### src/rtl/crack_pkg.sv
// Shared types, display codes and the lowest-index picker for the ARC4 crack controller.
package crack_pkg;

    typedef enum logic [2:0] {
        IDLE     = 3'd0,
        WAIT_RDY = 3'd1,
        ARM      = 3'd2,
        CRACK    = 3'd3,
        DONE     = 3'd4
    } state_e;

    localparam int MAX_CH = 16;

    localparam logic [4:0] SEG_BLANK = 5'd16;
    localparam logic [4:0] SEG_DASH  = 5'd17;
    localparam logic [4:0] SEG_ERR   = 5'd18;

    // Scanning downwards leaves the lowest set index as the final answer.
    function automatic logic [3:0] priority_pick(input logic [MAX_CH-1:0] valid);
        logic [3:0] idx;
        idx = 4'd0;
        for (int i = MAX_CH - 1; i >= 0; i--) begin
            if (valid[i]) begin
                idx = 4'(i);
            end else begin
                idx = idx;
            end
        end
        return idx;
    endfunction

endpackage

### src/rtl/crack_digit_mux.sv
// Maps the latched result and run status onto packed 5-bit seven-segment codes.
module crack_digit_mux
    import crack_pkg::*;
#(
    parameter int KEY_W  = 24,
    parameter int DIGITS = KEY_W / 4
) (
    input  logic [KEY_W-1:0]    result_key,
    input  logic                busy,
    input  logic                found,
    input  logic                timed_out,
    output logic [DIGITS*5-1:0] digit_codes
);

    // Status overrides the key: dashes while running, E after a timeout.
    always_comb begin
        digit_codes = {DIGITS{SEG_BLANK}};
        for (int d = 0; d < DIGITS; d++) begin
            if (busy) begin
                digit_codes[d*5 +: 5] = SEG_DASH;
            end else if (timed_out) begin
                digit_codes[d*5 +: 5] = SEG_ERR;
            end else if (found) begin
                digit_codes[d*5 +: 5] = {1'b0, result_key[d*4 +: 4]};
            end else begin
                digit_codes[d*5 +: 5] = SEG_BLANK;
            end
        end
    end

endmodule

### src/rtl/crack_ctrl.sv
// Top-level control FSM for the multi-channel ARC4 key cracker.
// Define CRACK_TIMEOUT_EN to bound the crack phase to TIMEOUT_CYCLES cycles.
module crack_ctrl
    import crack_pkg::*;
#(
    parameter int NUM_CH         = 2,
    parameter int KEY_W          = 24,
    parameter int DIGITS         = KEY_W / 4,
    parameter int TIMEOUT_CYCLES = 2**26
) (
    input  logic                    clk,
    input  logic                    rst,
    input  logic                    start,
    input  logic [NUM_CH-1:0]       ch_rdy,
    input  logic [NUM_CH*KEY_W-1:0] ch_key,
    input  logic [NUM_CH-1:0]       ch_key_valid,
    output logic [NUM_CH-1:0]       ch_en,
    output logic [NUM_CH*KEY_W-1:0] ch_key_base,
    output logic                    busy,
    output logic                    result_valid,
    output logic                    found,
    output logic [KEY_W-1:0]        result_key,
    output logic                    timed_out,
    output logic [DIGITS*5-1:0]     digit_codes
);

    localparam longint unsigned KEY_SPAN = (64'd1 << KEY_W) / 64'(NUM_CH);

    state_e             state_q, state_d;
    logic               start_q, start_d;
    logic               busy_q, busy_d;
    logic               result_valid_q, result_valid_d;
    logic               found_q, found_d;
    logic [KEY_W-1:0]   result_key_q, result_key_d;
    logic               timed_out_q, timed_out_d;

    logic [NUM_CH-1:0]  ch_en_s;
    logic [NUM_CH-1:0]  hit_s;
    logic [MAX_CH-1:0]  hit_ext_s;
    logic [3:0]         pick_idx_s;
    logic [KEY_W-1:0]   pick_key_s;
    logic               trigger_s;
    logic               all_rdy_s;
    logic               timeout_s;

    genvar g;
    generate
        for (g = 0; g < NUM_CH; g++) begin : g_base
            assign ch_key_base[g*KEY_W +: KEY_W] = KEY_W'(KEY_SPAN * 64'(g));
        end
    endgenerate

    assign trigger_s  = start & ~start_q;
    assign all_rdy_s  = &ch_rdy;
    assign hit_s      = ch_rdy & ch_key_valid;
    assign hit_ext_s  = MAX_CH'(hit_s);
    assign pick_idx_s = priority_pick(hit_ext_s);

    // Select the key slice of the winning channel.
    always_comb begin
        pick_key_s = '0;
        for (int i = 0; i < NUM_CH; i++) begin
            if (4'(i) == pick_idx_s) begin
                pick_key_s = ch_key[i*KEY_W +: KEY_W];
            end else begin
                pick_key_s = pick_key_s;
            end
        end
    end

`ifdef CRACK_TIMEOUT_EN
    localparam int CNT_W = $clog2(TIMEOUT_CYCLES + 1);

    logic [CNT_W-1:0] cnt_q, cnt_d;

    // Crack-phase cycle counter, restarted as the cores are enabled.
    always_comb begin
        if ((state_q == WAIT_RDY) && all_rdy_s) begin
            cnt_d = '0;
        end else if (state_q == CRACK) begin
            cnt_d = cnt_q + CNT_W'(1);
        end else begin
            cnt_d = cnt_q;
        end
    end

    // Counter register.
    always_ff @(posedge clk) begin
        if (rst) begin
            cnt_q <= '0;
        end else begin
            cnt_q <= cnt_d;
        end
    end

    assign timeout_s = (state_q == CRACK) && (cnt_q == CNT_W'(TIMEOUT_CYCLES - 1));
`else
    assign timeout_s = 1'b0;
`endif

    // Next-state and result logic; ch_en fires in the same cycle all cores report ready.
    always_comb begin
        state_d        = state_q;
        result_valid_d = result_valid_q;
        found_d        = found_q;
        result_key_d   = result_key_q;
        timed_out_d    = timed_out_q;
        ch_en_s        = '0;
        case (state_q)
            IDLE, DONE: begin
                if (trigger_s) begin
                    state_d        = WAIT_RDY;
                    result_valid_d = 1'b0;
                    found_d        = 1'b0;
                    timed_out_d    = 1'b0;
                end else begin
                    state_d = state_q;
                end
            end
            WAIT_RDY: begin
                if (all_rdy_s) begin
                    ch_en_s = '1;
                    state_d = ARM;
                end else begin
                    state_d = WAIT_RDY;
                end
            end
            ARM: begin
                state_d = CRACK;
            end
            CRACK: begin
                if (|hit_s) begin
                    state_d        = DONE;
                    result_key_d   = pick_key_s;
                    found_d        = 1'b1;
                    result_valid_d = 1'b1;
                end else if (all_rdy_s) begin
                    state_d        = DONE;
                    found_d        = 1'b0;
                    result_valid_d = 1'b1;
                end else if (timeout_s) begin
                    state_d        = DONE;
                    found_d        = 1'b0;
                    timed_out_d    = 1'b1;
                    result_valid_d = 1'b1;
                end else begin
                    state_d = CRACK;
                end
            end
            default: begin
                state_d = IDLE;
            end
        endcase
        busy_d = (state_d == WAIT_RDY) || (state_d == ARM) || (state_d == CRACK);
        start_d = start;
    end

    // State and output registers; start_q resets high so a held button cannot trigger.
    always_ff @(posedge clk) begin
        if (rst) begin
            state_q        <= IDLE;
            start_q        <= 1'b1;
            busy_q         <= 1'b0;
            result_valid_q <= 1'b0;
            found_q        <= 1'b0;
            result_key_q   <= '0;
            timed_out_q    <= 1'b0;
        end else begin
            state_q        <= state_d;
            start_q        <= start_d;
            busy_q         <= busy_d;
            result_valid_q <= result_valid_d;
            found_q        <= found_d;
            result_key_q   <= result_key_d;
            timed_out_q    <= timed_out_d;
        end
    end

    assign ch_en        = rst ? '0 : ch_en_s;
    assign busy         = busy_q;
    assign result_valid = result_valid_q;
    assign found        = found_q;
    assign result_key   = result_key_q;
    assign timed_out    = timed_out_q;

    crack_digit_mux #(
        .KEY_W  (KEY_W),
        .DIGITS (DIGITS)
    ) u_digit_mux (
        .result_key  (result_key_q),
        .busy        (busy_q),
        .found       (found_q),
        .timed_out   (timed_out_q),
        .digit_codes (digit_codes)
    );

endmodule

### config.mk
export PLATFORM = sky130hd
export DESIGN_NAME = crack_ctrl
export DESIGN_NICKNAME = d
export VERILOG_FILES = /design/src/rtl/crack_pkg.sv /design/src/rtl/crack_digit_mux.sv /design/src/rtl/crack_ctrl.sv
export SDC_FILE = /design/constraint.sdc
export NUM_CORES = 1
export LEC_CHECK = 0
export CORE_ASPECT_RATIO = 1.4
export CORE_MARGIN = 4
export CORE_UTILIZATION = 37
export CTS_CLUSTER_DIAMETER = 200
export CTS_CLUSTER_SIZE = 8
export DETAILED_ROUTE_END_ITERATION = 16
export PLACE_DENSITY = 0.95
export SLEW_MARGIN = 25
export SYNTH_ARGS = -nofsm -noshare
export SYNTH_HDL_FRONTEND = slang
export SYNTH_SLANG_ARGS = --single-unit
### constraint.sdc
create_clock -name clk -period 3.43 [get_ports clk]
set_clock_uncertainty 0.05 [all_clocks]
set_input_delay 0.5145 -clock clk [delete_from_list [all_inputs] [get_ports clk]]
set_output_delay 0.5145 -clock clk [all_outputs]
set_load 0.03 [all_outputs]
# ---- Word level (Yosys, flattened, before mapping)
# Cells that the tools add are included.
dict set report op_classes {
  n_addsub 0
  mul 0
  n_div 0
  order_cmp 0
  eq_ne 10
  shifts 0
  muxes 31
  n_bitwise 3
  n_reduce_logical 10
}
# cell n
set ops {}
lappend ops {{$mux W5} 12}
lappend ops {{$mux W24} 2}
lappend ops {{$eq A3 B2 Y1 const B} 4}
lappend ops {{$pmux W3 S4} 1}
lappend ops {{$mux W3} 3}
lappend ops {{$mux W2} 4}
lappend ops {{$mux W1} 7}
lappend ops {{$eq A3 B1 Y1 const B} 2}
lappend ops {{$eq A1 B4 Y1 const A} 1}
lappend ops {{$logic_not A4 Y1} 1}
lappend ops {{$pmux W1 S2} 2}
lappend ops {{$reduce_and A2 Y1} 2}
lappend ops {{$reduce_or A2 Y1} 2}
lappend ops {{$eq A3 B3 Y1 const B} 1}
lappend ops {{$logic_not A3 Y1} 1}
lappend ops {{$ne A3 B3 Y1 const B} 1}
lappend ops {{$reduce_and A3 Y1} 1}
lappend ops {{$and A2 B2 Y2} 1}
lappend ops {{$logic_or A1 B1 Y1} 2}
lappend ops {{$ne A2 B2 Y1 const B} 1}
lappend ops {{$reduce_bool A2 Y1} 1}
lappend ops {{$and A1 B1 Y1} 1}
lappend ops {{$not A1 Y1} 1}
dict set report totals {
  reg_bits 31
  latchBits 0
  ramBits 0
  romBits 0
  word_cells 60
  memories 0
}

# ---- Depth between registers and ports, before layout
dict set report logic_depth {
  depth_word 7
  mapped_depth 6
}

# ---- Hierarchy
# From an unflattened synthesis, not the netlist that was laid out.
dict set report hier_totals {
  hier_cells 236
  hier_area_um2 2127.0
}
# module n_inst cells_each area_each_um2 seq_area_each_um2
set modules_own_cells {}
lappend modules_own_cells {crack_ctrl 1 195 1858.0 620.6}
lappend modules_own_cells {crack_digit_mux 1 41 269.0 0.0}

# ---- Worst setup path after synthesis
# Ideal clock, no wire load.
dict set report synth_path {
  kind {in2out}
  from {in rst}
  to {out ch_en[1]}
  t_arrival_ps 1729
  required_time_ps 2865
  path_slack_ps 1137
  path_stages 4
  path_buffers 3
  path_cell_list {clkbuf_1 -> clkbuf_1 -> nor2_1 -> buf_4}
}
dict set report synth_between {
  elab_chain_cells 1
}
# item line
set synth_rtl {}
lappend synth_rtl {{start, declared} crack_ctrl.sv:12} ;# input logic rst,
lappend synth_rtl {{$mux W2} crack_ctrl.sv:179} ;# assign ch_en = rst ? '0 : ch_en_s;
lappend synth_rtl {{end, declared} crack_ctrl.sv:17} ;# output logic [NUM_CH-1:0] ch_en,
# No other way between the ends.

# ---- Worst setup path after layout
dict set report layout_path {
  from {in ch_rdy[0]}
  to {out ch_en[0]}
}
dict set report layout_between {
  elab_chain_cells 4
}
# item line
set layout_rtl {}
lappend layout_rtl {{start, declared} crack_ctrl.sv:14} ;# input logic [NUM_CH-1:0] ch_rdy,
lappend layout_rtl {{$reduce_and A2 Y1} crack_ctrl.sv:54} ;# assign all_rdy_s = &ch_rdy;
lappend layout_rtl {{$mux W2} crack_ctrl.sv:121} ;# if (all_rdy_s) begin
lappend layout_rtl {{$mux W2} crack_ctrl.sv:109} ;# case (state_q)
lappend layout_rtl {{$mux W2} crack_ctrl.sv:179}
# No other way between the ends.

==> impl_metrics.tcl <==
set metrics [dict create \
    drive_gt1_share_pct 9.72 \
    rsz0062_at_grt "no" \
    gp_congestion 0.800 \
    hp-class "register to register" \
    synth_cells 264 \
    grt_max_degree 28 \
    ys_types 27 \
    drtAntennaViolNets 0 \
    drc_errors 0 \
    die_h_um 99.6 \
    cts.repair.resized 0 \
    synth_async_sr_flop_share_pct 0 \
    arrival_ns 2.12 \
    use_met2_pct 34.3 \
    timing_worst_setup_path_type "primary input to primary output" \
    ys_warn_count 0 \
    num_vias 2214 \
    setup_slack_ns 0.749 \
    start_util_pct 38.1 \
    cts_hold_buf 0 \
    grt_pass1_wl_mm 10.5 \
    max-vdd-ir-drop_mv 0.208 \
    synth.avg_cell_area_um2 8.39 \
    dieWidth_um 73.4 \
    place_ws_ns 0.747 \
    grt_util_all_layers_pct 18.2 \
    area_growth_pct 44.8 \
    min_period_over_period_pct 78.2 \
    vias_per_cell 5.15 \
    setup_violations 0 \
    synth_edf_count 0 \
    num_rows 33 \
    io_pins 163 \
    nets 415 \
    port_buffers 113 \
    grtUsageMet1_pct 19.6 \
    tns_ns 0 \
    min_period_ns 2.68 \
    ys_seq_area_share_pct 28.0 \
    antenna_found_initial 0 \
    synth_area_um2 2220 \
    finalHoldViolations 0 \
    relSlewSlack_pct 39.8 \
    path_max_fanout 8 \
    insertion_delay_ns 0.27 \
    cts_tree "yes" \
    clock_path_buffers 2 \
    cts-htree-levels 2 \
    drt_iter0_drc 204 \
    final_common_cell "clkdlybuf4s50_1" \
    cts_setup_buffers 0 \
    antennaDiodeCount 0 \
    cap_viol_max_count 0 \
    cp-end-kind "primary output" \
    grtUsageMet3_pct 4.55 \
    cp-start-kind "primary input" \
    post_dp_cell_area_um2 3120 \
    synth-seq-cells 31 \
    fmax_mhz 373 \
    hpwlAfterDp_mm 5.16 \
    die_area_um2 7310 \
    grt_pass1_vias 2109 \
    numCtsBuffers 5 \
    wirelength_mm 7.04 \
    clock-sinks 31 \
    cp.required_ns 2.87 \
    final_cell_mix "clkdlybuf4s50_1, conb_1, dfxtp_1, a21oi_1" \
    cellPowerDensity_nw_per_um2 277 \
    grt-ovfl-total 0 \
    p_leak_uw 0.00118 \
    worst_slew_pin_slew_ns 0.901 \
    wl_per_cell_um 16.4 \
    cts_root_buf "clkbuf_8" \
    core_area_um2 5820 \
    ys.flop_type "dfxtp_1" \
    finalMaxSlewViolations 0 \
    top_usage_layer "met2" \
    outcome "finished clean" \
    clkTransAtPathRegs_ns 0.06 \
    first_pass_iters 5 \
    final_cell_area_um2 3210 \
]
==> cell type report <==
cell class,count,area [um2]
Fill cell,518,2610
Clock inverter,1,5.00
Timing Repair Buffer,119,1180
Tap cell,70,87.6
Multi-Input combinational cell,199,1220
Clock buffer,6,82.6
Inverter,4,15.0
Sequential cell,31,621
==> metrics by stage <==
step	power (uW)	std cells	util [%]	hold WS (ns)
after floorplan	559	311	-	0.430
after global placement	602	423	53.6	0.397
after detailed placement	606	423	53.6	0.404
after CTS	897	430	55.1	0.412
after global routing	927	430	55.1	0.442
final	889	430	55.1	0.415
==> synthesized netlist by cell type, types with 2 or more instances <==
cell type | instances | area share, %
a311oi_2 | 19 | 13
buf_6 | 4 | 2.0
buf_4 | 56 | 19
a31oi_1 | 2 | 0.56
nand3_1 | 26 | 5.9
a311oi_1 | 5 | 2.0
nor2b_1 | 2 | 0.56
inv_1 | 4 | 0.68
and2_1 | 20 | 5.6
a21o_1 | 6 | 2.0
buf_2 | 5 | 1.1
conb_1 | 2 | 0.34
clkbuf_1 | 12 | 2.0
nand2_1 | 7 | 1.2
dfxtp_1 | 31 | 28
o21ai_0 | 26 | 5.9
a21oi_1 | 27 | 6.1
==> cells by family after synthesis <==
group / Yosys count / share of synthesized area [%]
flops: 31 / 28.0
other cells: 2 / 0.339
simple gates: 61 / 15.4
buf+inv: 81 / 24.8
compound gates: 89 / 31.4
==> where the power goes <==
| part | switching (uW) | leakage [uW] | internal, uW |
|---|---|---|---|
| Clock | 131 | 0.0000470 | 157 |
| Sequential | 2.37 | 0.000250 | 363 |
| Combinational | 153 | 0.000880 | 82.5 |
==> critical path, cell delays in order <==
cell             delay (ns)
clkdlybuf4s50_1        0.62
nand3_1                0.14
nor2_1                 0.15
clkdlybuf4s50_1        0.70
==> flip-flops by register name (all words and copies together), names as in the netlist <==
| signal | flops |
|---|---|
| result_key | 24 |
| found | 1 |
| state_q | 3 |
| result_valid | 1 |
| busy | 1 |
| start_q | 1 |
==> layer usage <==
metal | vias up | part of all wire, %
li1 | 1035 | -
met1 | 1045 | 34
met2 | 126 | 54
met3 | 8 | 11
met4 | 0 | 0.97
met5 | - | 0
==> path summary, 6_finish.rpt <==
path | cells after the start | endpoint | slack, ns | start
worst max-delay path | 4 | ch_en[0] | 0.75 | ch_rdy[0]
worst max register to register | 3 | result_key[2] | 1.56 | state_q[0]
worst min-delay path | 2 | result_valid | 0.42 | result_valid
worst min register to register | 2 | result_valid | 0.42 | result_valid
No activity file was read; power rests on OpenSTA's default activity.
